==> config.mk <==
export PLATFORM = sky130hd
export DESIGN_NAME = instr_encoder
export DESIGN_NICKNAME = d
export VERILOG_FILES = /design/src/rtl/instr_encoder_pkg.sv /design/src/rtl/instr_encoder_pack.sv /design/src/rtl/instr_encoder.sv
export SDC_FILE = /design/constraint.sdc
export NUM_CORES = 1
export LEC_CHECK = 0
export ABC_AREA = 1
export ABC_CLOCK_PERIOD_IN_PS = 1700
export CAP_MARGIN = 30
export CORE_AREA = 5 5 107 69
export CTS_BUF_LIST = sky130_fd_sc_hd__clkbuf_2
export DETAILED_ROUTE_END_ITERATION = 8
export DIE_AREA = 0 0 112 74
export DONT_BUFFER_PORTS = 1
export GPL_TIMING_DRIVEN = 0
export PLACE_DENSITY = 0.47
export SLEW_MARGIN = 20
export SYNTH_ARGS = -nofsm -noshare
export SYNTH_HDL_FRONTEND = slang
export SYNTH_SLANG_ARGS = --single-unit
==> constraint.sdc <==
create_clock -name clk -period 1.7 [get_ports clk]
set_clock_uncertainty 0.1 [all_clocks]
set_input_delay 0.255 -clock clk [delete_from_list [all_inputs] [get_ports clk]]
set_output_delay 0.255 -clock clk [all_outputs]
set_load 0.02 [all_outputs]
==> src/rtl/instr_encoder_pkg.sv <==
// Shared encoding constants for the instruction encoder and its decode side.
package instr_encoder_pkg;

    // Request class codes carried on req_class
    typedef enum logic [1:0] {
        CLS_LOAD   = 2'b00,
        CLS_STORE  = 2'b01,
        CLS_RTYPE  = 2'b10,
        CLS_BRANCH = 2'b11
    } reqClass_e;

    // R-type ALU selector codes carried on req_alu_sel
    typedef enum logic [2:0] {
        ALU_ADD = 3'b000,
        ALU_SUB = 3'b001,
        ALU_AND = 3'b010,
        ALU_OR  = 3'b011,
        ALU_SLT = 3'b100
    } aluSel_e;

    // Major opcodes
    localparam logic [6:0] OP_LOAD   = 7'b0000011;
    localparam logic [6:0] OP_STORE  = 7'b0100011;
    localparam logic [6:0] OP_RTYPE  = 7'b0110011;
    localparam logic [6:0] OP_BRANCH = 7'b1100011;

    // funct3 values
    localparam logic [2:0] F3_LW  = 3'b010;
    localparam logic [2:0] F3_SW  = 3'b010;
    localparam logic [2:0] F3_BEQ = 3'b000;
    localparam logic [2:0] F3_ADD = 3'b000;
    localparam logic [2:0] F3_SUB = 3'b000;
    localparam logic [2:0] F3_AND = 3'b111;
    localparam logic [2:0] F3_OR  = 3'b110;
    localparam logic [2:0] F3_SLT = 3'b010;

    // funct7 values
    localparam logic [6:0] F7_BASE = 7'b0000000;
    localparam logic [6:0] F7_SUB  = 7'b0100000;

endpackage

==> src/rtl/instr_encoder_pack.sv <==
// Combinational packer: request fields -> 32-bit instruction word plus illegal flag.
module instr_pack
    import instr_encoder_pkg::*;
(
    input  logic [1:0]  cls,
    input  logic [2:0]  aluSel,
    input  logic [4:0]  rd,
    input  logic [4:0]  rs1,
    input  logic [4:0]  rs2,
    input  logic [12:0] imm,
    output logic [31:0] word,
    output logic        illegal
);

    logic [2:0] f3;
    logic [6:0] f7;

    // Field packing per class; unused operands never reach the word
    always_comb begin
        word    = '0;
        illegal = 1'b0;
        f3      = F3_ADD;
        f7      = F7_BASE;
        case (cls)
            CLS_LOAD: begin
                // 12-bit offset: bit 12 must be a pure sign extension
                illegal = imm[12] != imm[11];
                word    = {imm[11:0], rs1, F3_LW, rd, OP_LOAD};
            end
            CLS_STORE: begin
                illegal = imm[12] != imm[11];
                word    = {imm[11:5], rs2, rs1, F3_SW, imm[4:0], OP_STORE};
            end
            CLS_RTYPE: begin
                case (aluSel)
                    ALU_ADD: begin f3 = F3_ADD; f7 = F7_BASE; end
                    ALU_SUB: begin f3 = F3_SUB; f7 = F7_SUB;  end
                    ALU_AND: begin f3 = F3_AND; f7 = F7_BASE; end
                    ALU_OR:  begin f3 = F3_OR;  f7 = F7_BASE; end
                    ALU_SLT: begin f3 = F3_SLT; f7 = F7_BASE; end
                    default: illegal = 1'b1;
                endcase
                word = {f7, rs2, rs1, f3, rd, OP_RTYPE};
            end
            default: begin
                // Branch offsets are halfword-aligned
                illegal = imm[0];
                word    = {imm[12], imm[10:5], rs2, rs1, F3_BEQ, imm[4:1], imm[11], OP_BRANCH};
            end
        endcase
    end

endmodule

==> src/rtl/instr_encoder.sv <==
// Instruction image builder: accepts encode requests and streams packed words into imem.
module instr_encoder
    import instr_encoder_pkg::*;
#(
    parameter int ADDR_W = 6
) (
    input  logic              clk,
    input  logic              rst,
    input  logic              start,
    input  logic              finish,
    input  logic              req_valid,
    output logic              req_ready,
    input  logic [1:0]        req_class,
    input  logic [2:0]        req_alu_sel,
    input  logic [4:0]        req_rd,
    input  logic [4:0]        req_rs1,
    input  logic [4:0]        req_rs2,
    input  logic [12:0]       req_imm,
    output logic              imem_we,
    output logic [ADDR_W-1:0] imem_addr,
    output logic [31:0]       imem_wdata,
    output logic [ADDR_W:0]   count,
    output logic              full,
    output logic              err_illegal
);

    typedef enum logic [1:0] {
        ST_IDLE = 2'b00,
        ST_RUN  = 2'b01,
        ST_FULL = 2'b10
    } state_e;

    state_e            state, stateNxt;
    logic [ADDR_W-1:0] ptr;
    logic [ADDR_W:0]   cnt;
    logic [31:0]       packWord;
    logic              packIllegal;
    logic              accept, acceptLegal, lastSlot;

    instr_pack uPack (
        .cls     (req_class),
        .aluSel  (req_alu_sel),
        .rd      (req_rd),
        .rs1     (req_rs1),
        .rs2     (req_rs2),
        .imm     (req_imm),
        .word    (packWord),
        .illegal (packIllegal)
    );

    assign req_ready   = state == ST_RUN;
    assign full        = state == ST_FULL;
    assign count       = cnt;
    assign accept      = req_valid && req_ready;
    assign acceptLegal = accept && !packIllegal;
    assign lastSlot    = ptr == {ADDR_W{1'b1}};

    // Next-state: filling the last slot wins over a coincident finish
    always_comb begin
        stateNxt = state;
        case (state)
            ST_IDLE, ST_FULL: if (start) stateNxt = ST_RUN;
            ST_RUN: begin
                if (acceptLegal && lastSlot) stateNxt = ST_FULL;
                else if (finish)             stateNxt = ST_IDLE;
            end
            default: stateNxt = ST_IDLE;
        endcase
    end

    // State register
    always_ff @(posedge clk) begin
        if (rst) state <= ST_IDLE;
        else     state <= stateNxt;
    end

    // Write pointer and word count; pointer parks on the last slot once full
    always_ff @(posedge clk) begin
        if (rst) begin
            ptr <= '0;
            cnt <= '0;
        end else if (start && state != ST_RUN) begin
            ptr <= '0;
            cnt <= '0;
        end else if (acceptLegal) begin
            cnt <= cnt + 1'b1;
            if (!lastSlot) ptr <= ptr + 1'b1;
        end
    end

    // Registered write port and error pulse; idle cycles drive zeros
    always_ff @(posedge clk) begin
        if (rst) begin
            imem_we     <= 1'b0;
            imem_addr   <= '0;
            imem_wdata  <= '0;
            err_illegal <= 1'b0;
        end else begin
            imem_we     <= acceptLegal;
            imem_addr   <= acceptLegal ? ptr : '0;
            imem_wdata  <= acceptLegal ? packWord : '0;
            err_illegal <= accept && packIllegal;
        end
    end

endmodule

# Word level (Yosys, flattened, before mapping)
# Index checks and enable logic that the tools add are counted.
# totals
out_inout_bits	49
inputBits	38
elab_cells	49
register_bits	55
# op_classes
bitwise_logic	2
reduce_logical	16
addsub	2
eq_ne	13
n_mux	9
# ops
operator	n
one-hot mux 32 bit (3 select lines)	1
one-hot mux 3 bit (3 select lines)	1
OR reduction 2 bit	4
adder 7 x 1 -> 7 bit (second input constant)	1
adder 6 x 1 -> 6 bit (second input constant)	1
equality test 3 x 2 -> 1 bit (second input constant)	2
equality test 6 bit (second input constant)	1
two-way mux 2 bit	3
two-way mux 6 bit	1
logical AND 1 bit	5
OR reduction 5 bit	1
equality test 2 x 1 -> 1 bit (second input constant)	2
equality test 2 bit (second input constant)	2
logical NOT 2 bit	2
one-hot mux 2 bit (2 select lines)	1
AND reduction 2 bit	2
equality test 3 x 1 -> 1 bit (second input constant)	1
equality test 3 bit (second input constant)	1
logical NOT 3 bit	1
!= test 3 x 2 -> 1 bit (second input constant)	1
!= test 2 x 1 -> 1 bit (second input constant)	1
!= test 2 bit (second input constant)	1
inverter 1 bit	2
one-hot mux 1 bit (2 select lines)	1
other kinds (3)	3

# Depth between registers and ports, before layout
# logic_depth
depth_word	9
mapped_depth	9
ltp_nobuf	9

# Hierarchy
# From an unflattened synthesis, not the netlist that was laid out.
# unflattened
hier_cells	320
hier_area_um2	2423.6
# modules_own_cells
mod	area_per_inst_um2	n_inst	seq_area_each_um2	cells_per_inst
instr_encoder	2018.2	1	1101.1	237
instr_pack	405.4	1	0.0	83

# Worst setup path after synthesis
# OpenSTA, ideal clock, no wires.
# synth_path
path_kind	reg2reg
from	reg ptr[0]
to	reg ptr[0]
period_less_slack_ps	1422
path_stages_with_launch	7
path_slack_ps	278
required_time_ps	1486
arrival_time_ps	1208
setup_ps	114
path_buffers	0
cell_sequence	dfxtp_1 > ha_1 > nand4_2 > nand4_2 > clkinv_1 > nor2_1 > nor2_1
# synth_via
elab_chain_cells	3
elab_cells_between_ends	4
cone_classes	add/sub (1); eq/ne (1); bitwise (1); reduce/logical (1)
# synth_lines
item	line	source
start: declaration	instr_encoder.sv:34	logic [ADDR_W-1:0] ptr;
start signal: assignment	instr_encoder.sv:87	if (!lastSlot) ptr <= ptr + 1'b1;
branches (longest 3 deep; another with adder 6 x 1 -> 6 bit)	--	
# Parallel ways; which one is timed is not known.
# A chain may end at the register's enable or synchronous reset.

# Worst setup path after layout
# layout_path
from	reg ptr[1]
to	reg state[0]
# layout_via
elab_chain_cells	4
elab_cells_between_ends	6
cone_classes	eq/ne (2); mux (2); reduce/logical (2)
# layout_lines
item	line	source
equality test 6 bit (*)	instr_encoder.sv:56	assign lastSlot = ptr == {ADDR_W{1'b1}};
logical AND 1 bit (*)	instr_encoder.sv:64	if (acceptLegal && lastSlot) stateNxt = ST_FULL;
two-way mux 2 bit / != test 3 x 2 -> 1 bit (equally long branches)	--	
one-hot mux 2 bit (2 select lines) / AND reduction 2 bit (equally long branches)	--	
end signal: assignment	instr_encoder.sv:74	else state <= stateNxt;
end: declaration	instr_encoder.sv:33	state_e state, stateNxt;
# Every way passes the cells marked *; elsewhere a longest branch is shown, timed or not.

==> impl_metrics.env <==
export IMPL_synthDistinctLibCells=30
export IMPL_dr_pass1_iters=4
export IMPL_rr_startpoint="ptr[1]"
export IMPL_status="complete, no violations"
export IMPL_ant_nets=0
export IMPL_rsz0062_at_grt="no"
export IMPL_layout_min_cycle_time_ps=1590
export IMPL_switching_share=0.284
export IMPL_grt_use_total=0.140
export IMPL_hold_viol=0
export IMPL_routed_wl_um=5710
export IMPL_ys_seq_area_frac=0.486
export IMPL_switching_power_mw=0.587
export IMPL_synth_edf_count=0
export IMPL_io_pins=87
export IMPL_syn_area_sq_um=2140
export IMPL_placed_cells=346
export IMPL_cts_inserted_buffers=5
export IMPL_synth_top_area_share=0.486
export IMPL_port_buffers=0
export IMPL_drtIter0Drc=61
export IMPL_worst_pin_slew_ps=525
export IMPL_hold_class="in2reg"
export IMPL_synth_top_flop_cell="dfxtp_1"
export IMPL_final_cells=409
export IMPL_postCtsSetupRepairBufs=0
export IMPL_clkPwrFrac=0.266
export IMPL_setup_viol=0
export IMPL_syn_inst=258
export IMPL_syn2layout_area_growth_pct=34.5
export IMPL_gp_congestion=0.777
export IMPL_grt_pass1_vias=1856
export IMPL_viasPerCell=4.38
export IMPL_setup_worst_path_class="reg2reg"
export IMPL_cp_start_kind="flop"
export IMPL_comb_power_share=0.125
export IMPL_p_leak_nw=1.18
export IMPL_die_y_um=74
export IMPL_gr_total_overflow=0
export IMPL_holdCritStartpoint="req_alu_sel[2]"
export IMPL_drc=0
export IMPL_dieArea_sq_um=8290
export IMPL_cts_num_sinks=52
export IMPL_clk_pin_slew_ps=280
export IMPL_ys_seq_elements=52
export IMPL_clockBufferDepth=2
export IMPL_yosysTopAreaCell="dfxtp_1"
export IMPL_seqPwrFrac=0.609
export IMPL_drive_above_1_share=0.161
export IMPL_nets=361
export IMPL_drt_wirelength_per_cell_um=14.0
export IMPL_post_route_period_util=0.932
export IMPL_tritoncts="built"
export IMPL_insertion_delay_ps=460
export IMPL_async_flop_share=0
export IMPL_row_count=23
export IMPL_crit_path_end_kind="flop"
export IMPL_required_ps=1980
export IMPL_grt_max_degree=19
export IMPL_netlist_top_cells_count="dfxtp_1 (52), nand2_1 (51), nor2_1 (40), inv_1 (27)"
export IMPL_synth_area_per_cell_sq_um=8.30
export IMPL_grt_pass1_wl_um=9280
export IMPL_maxSlewViolCount=0
export IMPL_drv_cap=0
export IMPL_antenna_found_initial=0
export IMPL_utilization=0.453
export IMPL_clockRootBuffer="clkbuf_2"
export IMPL_initial_utilization=0.337
export IMPL_p_per_area_nw_per_um2=719
export IMPL_slew_headroom=0.648
export IMPL_fmaxAchievable_mhz=631
export IMPL_setup_tns_final_ps=0
export IMPL_internal_power_mw=1.48
export IMPL_place_hpwl_um=3850
export IMPL_coreArea_sq_um=6360
export IMPL_irDropWorstVdd_mv=0.281
export IMPL_critPathMaxFanout=4
export IMPL_startpoint="ptr[1]"
export IMPL_diodes=0
export IMPL_chipWidth_um=112
export IMPL_num_vias=1792
export IMPL_htreeDepth=2
export IMPL_synth_most_common_cell="dfxtp_1"
export IMPL_yosys_warnings=0
export IMPL_cp_data_arrival_time_ps=1860
export IMPL_synthTopCellsByArea="dfxtp_1 (49%), nand2_1 (8.9%), nor2_1 (7.0%)"
[state kept, by name, summed over array words and instances, names as in the netlist]
| signal | count |
|---|---|
| count | 7 |
| err_illegal | 1 |
| imem_we | 1 |
| ptr | 6 |
| imem_addr | 6 |
| state | 2 |
| imem_wdata | 29 |
[repair_timing]
action	CTS	global route
setup endpoints to repair	0	8
hold buffers	55	0
hold endpoints to repair	33	0
gates resized for setup	0	6
[final cells by class]
cell class	instances	area, sq um
clock inverter	3	25.0
multi-input combinational	163	915
buffer	9	80.1
fill	651	3480
timing repair buffer	55	551
inverter	35	131
tap	87	109
clock buffer	5	25.0
sequential	52	1040
[worst paths after layout]
| kind | cells past startpoint | slack [ps] | to |
|---|---|---|---|
| worst max-delay path | 6 | 110 | state[0] |
| worst min-delay path | 2 | 30 | imem_wdata[13] |
| worst max register to register | 6 | 110 | state[0] |
| worst min register to register | 2 | 390 | imem_addr[1] |
[critical path: stages, from the launching register on]
cell     delay (ps)
dfxtp_2         430
ha_1            280
nand3_1         160
nor3_2          200
nand4_1         180
nand2_1         110
a21oi_1          60
[layout by cell type (no fill, tap or decap), types with 3 or more instances in the layout]
master         instances
o21ai_0                3
xor2_1                 4
buf_4                  4
nand3_2                6
nand2_1               51
inv_2                  7
nand3_1                8
dlygate4sd3_1         55
xnor2_1                4
inv_1                 27
clkbuf_2               5
nand4_1                4
nor2_1                40
dfxtp_1               50
a21oi_2               11
buf_6                  4
a21oi_1               11
[power groups by stage]
stage / clock [mW] / combinational [mW] / sequential (mW)
after detailed placement: 0 / 0.150 / 1.28
after CTS: 0.588 / 0.254 / 1.26
final: 0.550 / 0.260 / 1.26
after global placement: 0 / 0.149 / 1.28
after floorplan: 0 / 0.124 / 1.28
after global routing: 0.617 / 0.286 / 1.26
[logic make-up (layout without fill, tap and decap cells)]
group / count (synthesis) / in the layout / synth area share
and+or+nand+nor: 121 / 121 / 0.275
DFF: 52 / 52 / 0.486
buffers and inverters: 44 / 107 / 0.0988
AOI/OAI and AO/OA: 30 / 30 / 0.0935
xor gates and xnor gates: 8 / 8 / 0.0327
adders and majority gates: 2 / 2 / 0.0117
other: 1 / 2 / 0.00175
[per-layer routing]
| metal | GRT usage | share of wire |
|---|---|---|
| met1 | 0.190 | 0.49 |
| met2 | 0.208 | 0.41 |
| met3 | 0.0480 | 0.081 |
| met4 | 0.0560 | 0.019 |
| met5 | 0 | 0 |
[through the flow]
step	instance area [sq um]	setup slack [ps]	total power, mW	hold slack, ps
3_5_place_dp	2250	34.8	1.43	228
5_1_grt	2880	6.95	2.17	22.4
6_report	2880	115	2.07	27.6
3_3_place_gp	2250	22.1	1.43	225
4_1_cts	2850	0.0655	2.10	7.01
2_1_floorplan	2140	278	1.40	224
Note: power is estimated with default switching activity, not from simulation.
